`src/rtl/write_back_stage_pkg.sv`:
```
// write_back_stage_pkg: shared encodings for the LC3 write-back stage.
package write_back_stage_pkg;
    localparam int NUM_REGS = 8;
    localparam int REG_AW = $clog2(NUM_REGS);
    localparam logic [1:0] WB_ALU = 2'd0;
    localparam logic [1:0] WB_MEM = 2'd1;
    localparam logic [1:0] WB_PC = 2'd2;
    localparam logic [1:0] WB_NPC = 2'd3;
    localparam int PSR_N = 2;
    localparam int PSR_Z = 1;
    localparam int PSR_P = 0;
    localparam logic [2:0] PSR_RESET = 3'b000;
endpackage

```
`src/rtl/write_back_regfile.sv`:
```
// write_back_regfile: 8-entry register file, one write port, two async read ports with optional forwarding.
module write_back_regfile
    import write_back_stage_pkg::*;
#(
    parameter int DATA_W = 16,
    parameter int BYPASS = 1
) (
    input  logic              clock,
    input  logic              reset,
    input  logic              we,
    input  logic [REG_AW-1:0] waddr,
    input  logic [DATA_W-1:0] wdata,
    input  logic [REG_AW-1:0] raddr1,
    input  logic [REG_AW-1:0] raddr2,
    output logic [DATA_W-1:0] rdata1,
    output logic [DATA_W-1:0] rdata2
);
    logic [DATA_W-1:0] regs_q [NUM_REGS];
    always_ff @(posedge clock or negedge reset) begin
        if (!reset) regs_q <= '{default: '0};
        else if (we) regs_q[waddr] <= wdata;
    end
    // Forwarding lets execute see this cycle's commit without waiting for the edge.
    assign rdata1 = (BYPASS != 0 && we && raddr1 == waddr) ? wdata : regs_q[raddr1];
    assign rdata2 = (BYPASS != 0 && we && raddr2 == waddr) ? wdata : regs_q[raddr2];
endmodule

```
`src/rtl/write_back_stage.sv`:
```
// write_back_stage: selects the result source, commits it to the register file and updates N/Z/P.
module write_back_stage
    import write_back_stage_pkg::*;
#(
    parameter int DATA_W = 16,
    parameter int BYPASS = 1
) (
    input  logic              clock,
    input  logic              reset,
    input  logic              enable_writeback,
    input  logic [1:0]        W_Control,
    input  logic [DATA_W-1:0] aluout,
    input  logic [DATA_W-1:0] memout,
    input  logic [DATA_W-1:0] pcout,
    input  logic [DATA_W-1:0] npc,
    input  logic [2:0]        dr,
    input  logic [2:0]        sr1,
    input  logic [2:0]        sr2,
    output logic [DATA_W-1:0] VSR1,
    output logic [DATA_W-1:0] VSR2,
    output logic [2:0]        psr
);
    logic [DATA_W-1:0] dr_in;
    logic [2:0] psr_d, psr_q;
    logic is_zero;
    always_comb begin
        dr_in = (W_Control == WB_ALU) ? aluout :
                (W_Control == WB_MEM) ? memout :
                (W_Control == WB_PC)  ? pcout  : npc;
        is_zero = (dr_in == '0);
        psr_d = psr_q;
        if (enable_writeback) begin
            psr_d[PSR_N] = dr_in[DATA_W-1];
            psr_d[PSR_Z] = is_zero;
            psr_d[PSR_P] = !dr_in[DATA_W-1] && !is_zero;
        end
    end
    always_ff @(posedge clock or negedge reset) begin
        if (!reset) psr_q <= PSR_RESET;
        else psr_q <= psr_d;
    end
    assign psr = psr_q;
    write_back_regfile #(.DATA_W(DATA_W), .BYPASS(BYPASS)) u_regfile (
        .clock  (clock),
        .reset  (reset),
        .we     (enable_writeback),
        .waddr  (dr),
        .wdata  (dr_in),
        .raddr1 (sr1),
        .raddr2 (sr2),
        .rdata1 (VSR1),
        .rdata2 (VSR2)
    );
endmodule

```
`config.mk`:
```
export PLATFORM = sky130hd
export DESIGN_NAME = write_back_stage
export DESIGN_NICKNAME = d
export VERILOG_FILES = /design/src/rtl/write_back_stage_pkg.sv /design/src/rtl/write_back_regfile.sv /design/src/rtl/write_back_stage.sv
export SDC_FILE = /design/constraint.sdc
export NUM_CORES = 1
export LEC_CHECK = 0
export BUFFER_PORTS_ARGS = -buffer_cell sky130_fd_sc_hd__buf_2
export CAP_MARGIN = 0
export CORE_MARGIN = 10
export CORE_UTILIZATION = 55
export CTS_CLUSTER_DIAMETER = 200
export DETAILED_ROUTE_END_ITERATION = 10
export GPL_TIMING_DRIVEN = 0
export MAX_ROUTING_LAYER = met4
export PLACE_DENSITY = 0.77
export REMOVE_ABC_BUFFERS = 1
export SYNTH_ARGS = -nofsm -noshare
export SYNTH_HDL_FRONTEND = slang
export SYNTH_SLANG_ARGS = --single-unit
```
`constraint.sdc`:
```
create_clock -name clock -period 4.77 [get_ports clock]
set_clock_uncertainty 0.1 [all_clocks]
set_input_delay 0.954 -clock clock [delete_from_list [all_inputs] [get_ports clock]]
set_output_delay 0.954 -clock clock [all_outputs]
set_load 0.005 [all_outputs]
```
==> results of run 1 <==
[per-stage QoR]
step                TNS [ns]  instance area, um2  setup WS (ns)
finish                     0                8947         0.2525
global route               0                8947         0.1796
CTS                        0                8935        0.05320
detailed placement         0                8368        0.05450
global placement      -9.715                8264        -0.3876
floorplan                  0                7478          1.544
[report_power, final]
group	switching (mW)	total, mW	internal (mW)	leakage, nW
Combinational	0.428	0.902	0.474	2.13
Sequential	0.177	1.52	1.35	1.63
Clock	0.474	1.26	0.785	0.270
Total	1.08	3.68	2.61	4.03
[registers in the layout (all words and copies together) (netlist names)]
register          flops
psr                   3
u_regfile.regs_q    128
[logic make-up after synthesis]
logic type                after synthesis  synth area share
xor gates and xnor gates                6          0.006785
AOI/OAI and AO/OA                     177            0.1149
buffers and inverters                  65           0.03490
muxes                                 146            0.3207
DFF                                   131            0.4233
and+or+nand+nor                       196           0.09951
[layer usage]
metal  up-vias  part of all wire  track usage
met3        32             0.080      0.06336
met4         0             0.019      0.08018
met1      3193              0.41       0.2803
met5         -                 0            -
met2       313              0.49       0.3692
li1       2786                 -            -
[final timing paths]
kind	startpoint	endpoint	slack, ns	cells after the start
worst min register to register	u_regfile.regs_q[5]$_DFFE_PN0P_	u_regfile.regs_q[5]$_DFFE_PN0P_	0.40	2
worst max-delay path	sr1[1]	VSR1[9]	0.25	6
min in group clock	u_regfile.regs_q[5]$_DFFE_PN0P_	u_regfile.regs_q[5]$_DFFE_PN0P_	0.40	2
worst max register to register	psr[0]$_DFFE_PN0P_	psr[0]$_DFFE_PN0P_	3.79	2
max in group asynchronous	reset	psr[0]$_DFFE_PN0P_	3.46	2
worst min-delay path	reset	u_regfile.regs_q[9]$_DFFE_PN0P_	0.34	1
[cell usage in the layout (no fill, tap or decap), drive strengths merged]
| cell | synthesis | routed |
|---|---|---|
| a21oi | 32 | 32 |
| a31o | 1 | 1 |
| buf | 21 | 114 |
| bufinv | 0 | 2 |
| clkbuf | 43 | 22 |
| clkinv | 0 | 4 |
| clkinvlp | 0 | 4 |
| dfrtp | 131 | 131 |
| inv | 1 | 1 |
| mux2 | 17 | 17 |
| mux2i | 49 | 49 |
| mux4 | 80 | 80 |
| nand2 | 147 | 147 |
| nand3 | 4 | 4 |
| nand4 | 4 | 4 |
| nor2 | 33 | 33 |
| nor2b | 4 | 4 |
| nor4 | 4 | 4 |
| o21ai | 144 | 144 |
| xnor2 | 6 | 6 |
[area by class of cell]
class,count,share of cell area
multi-input combinational,525,0.4696
tap,180,0.02517
timing repair buffer,116,0.07509
inverter,1,0.0004195
clock inverter,10,0.01231
clock buffer,20,0.05104
sequential,131,0.3664
[worst max-delay path: stages]
cell     delay [ns]
buf_2          0.71
xnor2_1        0.21
nand4_1        0.77
buf_16         0.46
a21oi_1        0.18
buf_2          0.15
==> results.yml, run 1 <==
floorplan:
  io_pins: 113
  start_util: 0.5601
  die_area_um2: 19230
  fp.dieH_um: 138.7
  die_w_um: 138.7
  core_region_area_um2: 13830
  row_count: 43
clock_tree:
  cts_resized: 0
  ctsHtreeMaxLevel: 4
  tritoncts: "built"
  cts_buffers: 17
  root_buffer: "clkbuf_16"
  clk_path_buf_depth: 2
  cts_setup_buffers: 0
  clkTransAtPathRegs_ns: 0.06
  cts_sinks: 131
  clock_latency_ns: 0.41
  ctsHoldBuffers: 0
power:
  power.density_nw_per_um2: 411.7
  finalPower_mw: 3.684
  power.leakage_nw: 4.032
  peakVddDrop_mv: 0.1957
route:
  firstDrtPassIters: 7
  wl_per_cell_um: 21.84
  routed_wirelength_um: 21470
  ant_nets: 0
  drc_errors: 0
  drt_iter0_drc: 615
  vias_per_cell: 6.433
  vias: 6324
timing:
  fin_crit_ns: 4.517
  max_freq_ghz: 0.2214
  fin_hold_ws_ns: 0.3359
  setup_violations: 0
  fin_crit_sh: 0.9471
  finalHoldViolations: 0
  slew_viol_final: 0
  tightest_slew_ns: 1.389
  rsz0062_at_grt: "no"
  relSlewSlack: 0.07161
grt:
  grt_antenna_before_repair: 0
  grt_overflow: 0
  grt_pass1_vias: 6740
  grt_pass1_wl_um: 34910
  grt_max_degree: 91
  grt_usage: 0.2319
status:
  status: "complete, no violations"
cells_and_area:
  nNetsFinal: 870
  nFillCells: 1038
  drive_gt1_frac: 0.3026
  final_core_util: 0.6471
  multiInputGateArea_um2: 4202
  syn_to_final_growth_pct: 15.53
  seq_area_um2: 3278
  antenna_cells: 0
  fin_cells: 983
placed_design:
  gp_congestion: 0.7811
  dp_hpwl_um: 14050
  port_buffers: 112
  placed_cells: 953
worst_hold_path:
  hp-class: "in2async"
yosys:
  ys_types: 20
  synth_most_common_cell: "nand2_1"
  ys_ff_latch: 131
  synthesis.area_um2: 7745
  synth.largest_area_cell: "dfrtp_1"
  yosysSeqAreaShare: 0.4233
  async_reset_ff_frac: 1.000
  syn_inst: 721
  synth-main-ff-cell: "dfrtp_1"
  yosysTopAreaCellShare: 0.4233
  ys_warn_count: 0
  synth-edff-count: 0
  netlist_top_cells_count: "147 x nand2_1, 131 x dfrtp_1, 128 x o21ai_0"
  synthTopCellsByArea: "dfrtp_1 42%, mux4_2 23%, o21ai_0 8.3%"
  syn_area_per_cell_um2: 10.74
setup_path:
  arrival_ns: 3.46
  critPathLaunchType: "primary input"
  criticalPathCategory: "in2out"
  worstPathMaxFanout: 33
  crit_path_end_kind: "primary output"
  critPathRequiredTime_ns: 3.72
job:
  maxCapViolCount: 0
(Power assumes the default switching activity.)
==> run 2: changes to the inputs <==
--- a/config.mk
+++ b/config.mk
@@ -15,6 +15,8 @@
 export MAX_ROUTING_LAYER = met4
 export PLACE_DENSITY = 0.77
 export REMOVE_ABC_BUFFERS = 1
+export SETUP_SLACK_MARGIN = 0.2
 export SYNTH_ARGS = -nofsm -noshare
 export SYNTH_HDL_FRONTEND = slang
+export SYNTH_HIERARCHICAL = 1
 export SYNTH_SLANG_ARGS = --single-unit
==> results.yml, run 2 <==
yosys:
  syn_inst: 485
  ys_ff_latch: 131
  synth_most_common_cell: "mux2_2"
  ys_types: 23
  async_reset_ff_frac: 1.000
  synth-edff-count: 0
  synth.largest_area_cell: "dfrtp_1"
  synth-main-ff-cell: "dfrtp_1"
  syn_area_per_cell_um2: 16.64
  synthesis.area_um2: 8069
  synthTopCellsByArea: "dfrtp_1 41%, mux2_2 25%, mux4_1 21%"
  yosysSeqAreaShare: 0.4063
  yosysTopAreaCellShare: 0.4063
  ys_warn_count: 6
  netlist_top_cells_count: "182 x mux2_2, 131 x dfrtp_1, 63 x mux4_1"
status:
  status: "complete, no violations"
route:
  met3_length_um: 1469
  wirelength_met1_um: 8731
  wl_per_cell_um: 26.47
  firstDrtPassIters: 4
  dr_wl_met2_um: 9840
  vias: 5000
  ant_nets: 0
  vias_per_cell: 6.519
  top_layer: "met4"
  drt_iter0_drc: 413
  routed_wirelength_um: 20300
  drc_errors: 0
timing:
  tightest_slew_ns: 1.337
  relSlewSlack: 0.1037
  rsz0062_at_grt: "no"
  setup_ws_ns: 0.5690
  max_freq_ghz: 0.2380
  slew_viol_final: 0
  fin_crit_sh: 0.8807
  finalHoldViolations: 0
  fin_crit_ns: 4.201
  setup_violations: 0
placed_design:
  placed_cells: 733
  gp_congestion: 0.7568
  place_ws_ns: -0.3366
  port_buffers: 112
  dp_hpwl_um: 12490
setup_path:
  crit_path_end_kind: "primary output"
  worstPathMaxFanout: 33
  cp_cell_sequence: "buf_2 -> mux4_1 -> mux2_2 -> mux2_2 -> buf_2"
  critPathRequiredTime_ns: 3.72
  crit_slowest_cell: "buf_2"
  worst-path-buf-inv: 2
  cpPeakStageDelay_ns: 0.80
  critPathLaunchType: "primary input"
  criticalPathCategory: "in2out"
  cp_top_family: "multiplexers"
  arrival_ns: 3.15
clock_tree:
  ctsHtreeMaxLevel: 4
  clk_path_buf_depth: 2
  clock_latency_ns: 0.41
  root_buffer: "clkbuf_16"
  cts_sinks: 131
  cts_buffers: 17
  tritoncts: "built"
  clkTransAtPathRegs_ns: 0.05
power:
  switchingPower_mw: 1.036
  p_sw_frac: 0.2625
  pwr-share-seq: 0.405
  power.leakage_nw: 4.125
  power.density_nw_per_um2: 424.3
  peakVddDrop_mv: 0.2720
  internal_power_mw: 2.911
  power_frac_comb: 0.284
  p_clk_frac: 0.311
grt:
  grt_antenna_before_repair: 0
  grt_usage: 0.2122
  grt_max_degree: 69
  grt_pass1_vias: 5587
  grt_overflow: 0
  grt_pass1_wl_um: 31430
cells_and_area:
  layout_common_cells: "182 x mux2_2, 131 x dfrtp_1, 110 x buf_2"
  layout_commonest_cell: "mux2_2"
  syn_to_final_growth_pct: 15.29
  largest_reg_flops: 128
  nNetsFinal: 650
  final_core_util: 0.6425
  antenna_cells: 0
  largest_register: "u_regfile/regs_q"
  nFillCells: 1061
  drive_gt1_frac: 0.6226
  fin_cells: 767
floorplan:
  core_region_area_um2: 14480
  die_area_um2: 19920
  fp.dieH_um: 141.1
  die_w_um: 141.1
  io_pins: 113
  row_count: 44
  start_util: 0.5573
job:
  maxCapViolCount: 0
worst_hold_path:
  hp-class: "reg2reg"
run 2: cell count changes in the layout (fill, tap and decap cells not counted), moves of 16 or more:
cell	previous run	this run
a21oi_1	32	0
mux2_2	17	182
mux2i_1	49	0
mux4_1	0	63
mux4_2	80	17
nand2_1	147	1
nor2_1	33	0
o21ai_0	128	0
o21ai_1	16	0
run 2: layout make-up:
class / instances / area [um2] / area share
sequential: 131 / 3278 / 0.3524
clock buffer: 25 / 505.5 / 0.05434
timing repair buffer: 122 / 747.0 / 0.08030
clock inverter: 5 / 50.05 / 0.005380
tap: 184 / 230.2 / 0.02475
inverter: 1 / 3.754 / 0.0004035
multi-input combinational: 299 / 4488 / 0.4824
run 2: timing repair:
| action | 4_1_cts | 5_1_grt |
|---|---|---|
| hold buffers | 0 | 0 |
| resized for setup | 1 | 0 |
| pin swaps | 1 | 1 |
| cloned | 0 | 0 |
| buffers inserted | 2 | 1 |
| endpoints found under the setup margin | 24 | 8 |
run 2: logic make-up after synthesis:
kind of cell              after synthesis  synth area share
AOI/OAI and AO/OA                       1         0.0007758
xor gates and xnor gates                6          0.006513
buffers and inverters                  55           0.04063
DFF                                   131            0.4063
muxes                                 274            0.5285
and+or+nand+nor                        18           0.01737
run 2: final timing paths:
path | end | slack (ns) | cells after the start | startpoint
setup / recovery | VSR2[1] | 0.57 | 5 | sr2[0]
hold / removal | psr[1]$_DFFE_PN0P_ | 0.39 | 1 | psr[1]$_DFFE_PN0P_
setup reg to reg | u_regfile/regs_q[63]$_DFFE_PN0P_ | 3.85 | 1 | u_regfile/regs_q[63]$_DFFE_PN0P_
hold reg to reg | psr[1]$_DFFE_PN0P_ | 0.39 | 1 | psr[1]$_DFFE_PN0P_
max in group asynchronous | u_regfile/regs_q[119]$_DFFE_PN0P_ | 3.40 | 2 | reset
min in group asynchronous | u_regfile/regs_q[88]$_DFFE_PN0P_ | 0.43 | 1 | reset
run 2: through the flow:
step / power [mW] / instance area, um2 / TNS, ns / hold WS (ns)
2_1_floorplan: 2.326 / 7745 / 0 / 0.3828
3_3_place_gp: 2.632 / 8536 / -8.976 / 0.3733
3_5_place_dp: 2.727 / 8707 / -4.804 / 0.3780
4_1_cts: 3.975 / 9280 / 0 / 0.3907
5_1_grt: 4.148 / 9303 / 0 / 0.4075
6_report: 3.947 / 9303 / 0 / 0.3855
run 2: power groups by stage:
stage / clock [mW] / sequential (mW) / combinational (mW)
after floorplan: 0 / 1.53 / 0.792
after global placement: 0 / 1.56 / 1.07
after detailed placement: 0 / 1.61 / 1.12
after CTS: 1.25 / 1.59 / 1.13
after global routing: 1.30 / 1.63 / 1.21
final: 1.23 / 1.60 / 1.12
run 2: metal layers:
metal / up-vias / track usage
li1: 2145 / -
met1: 2630 / 0.2670
met2: 202 / 0.3268
met3: 23 / 0.06281
met4: 0 / 0.06196
met5: - / -
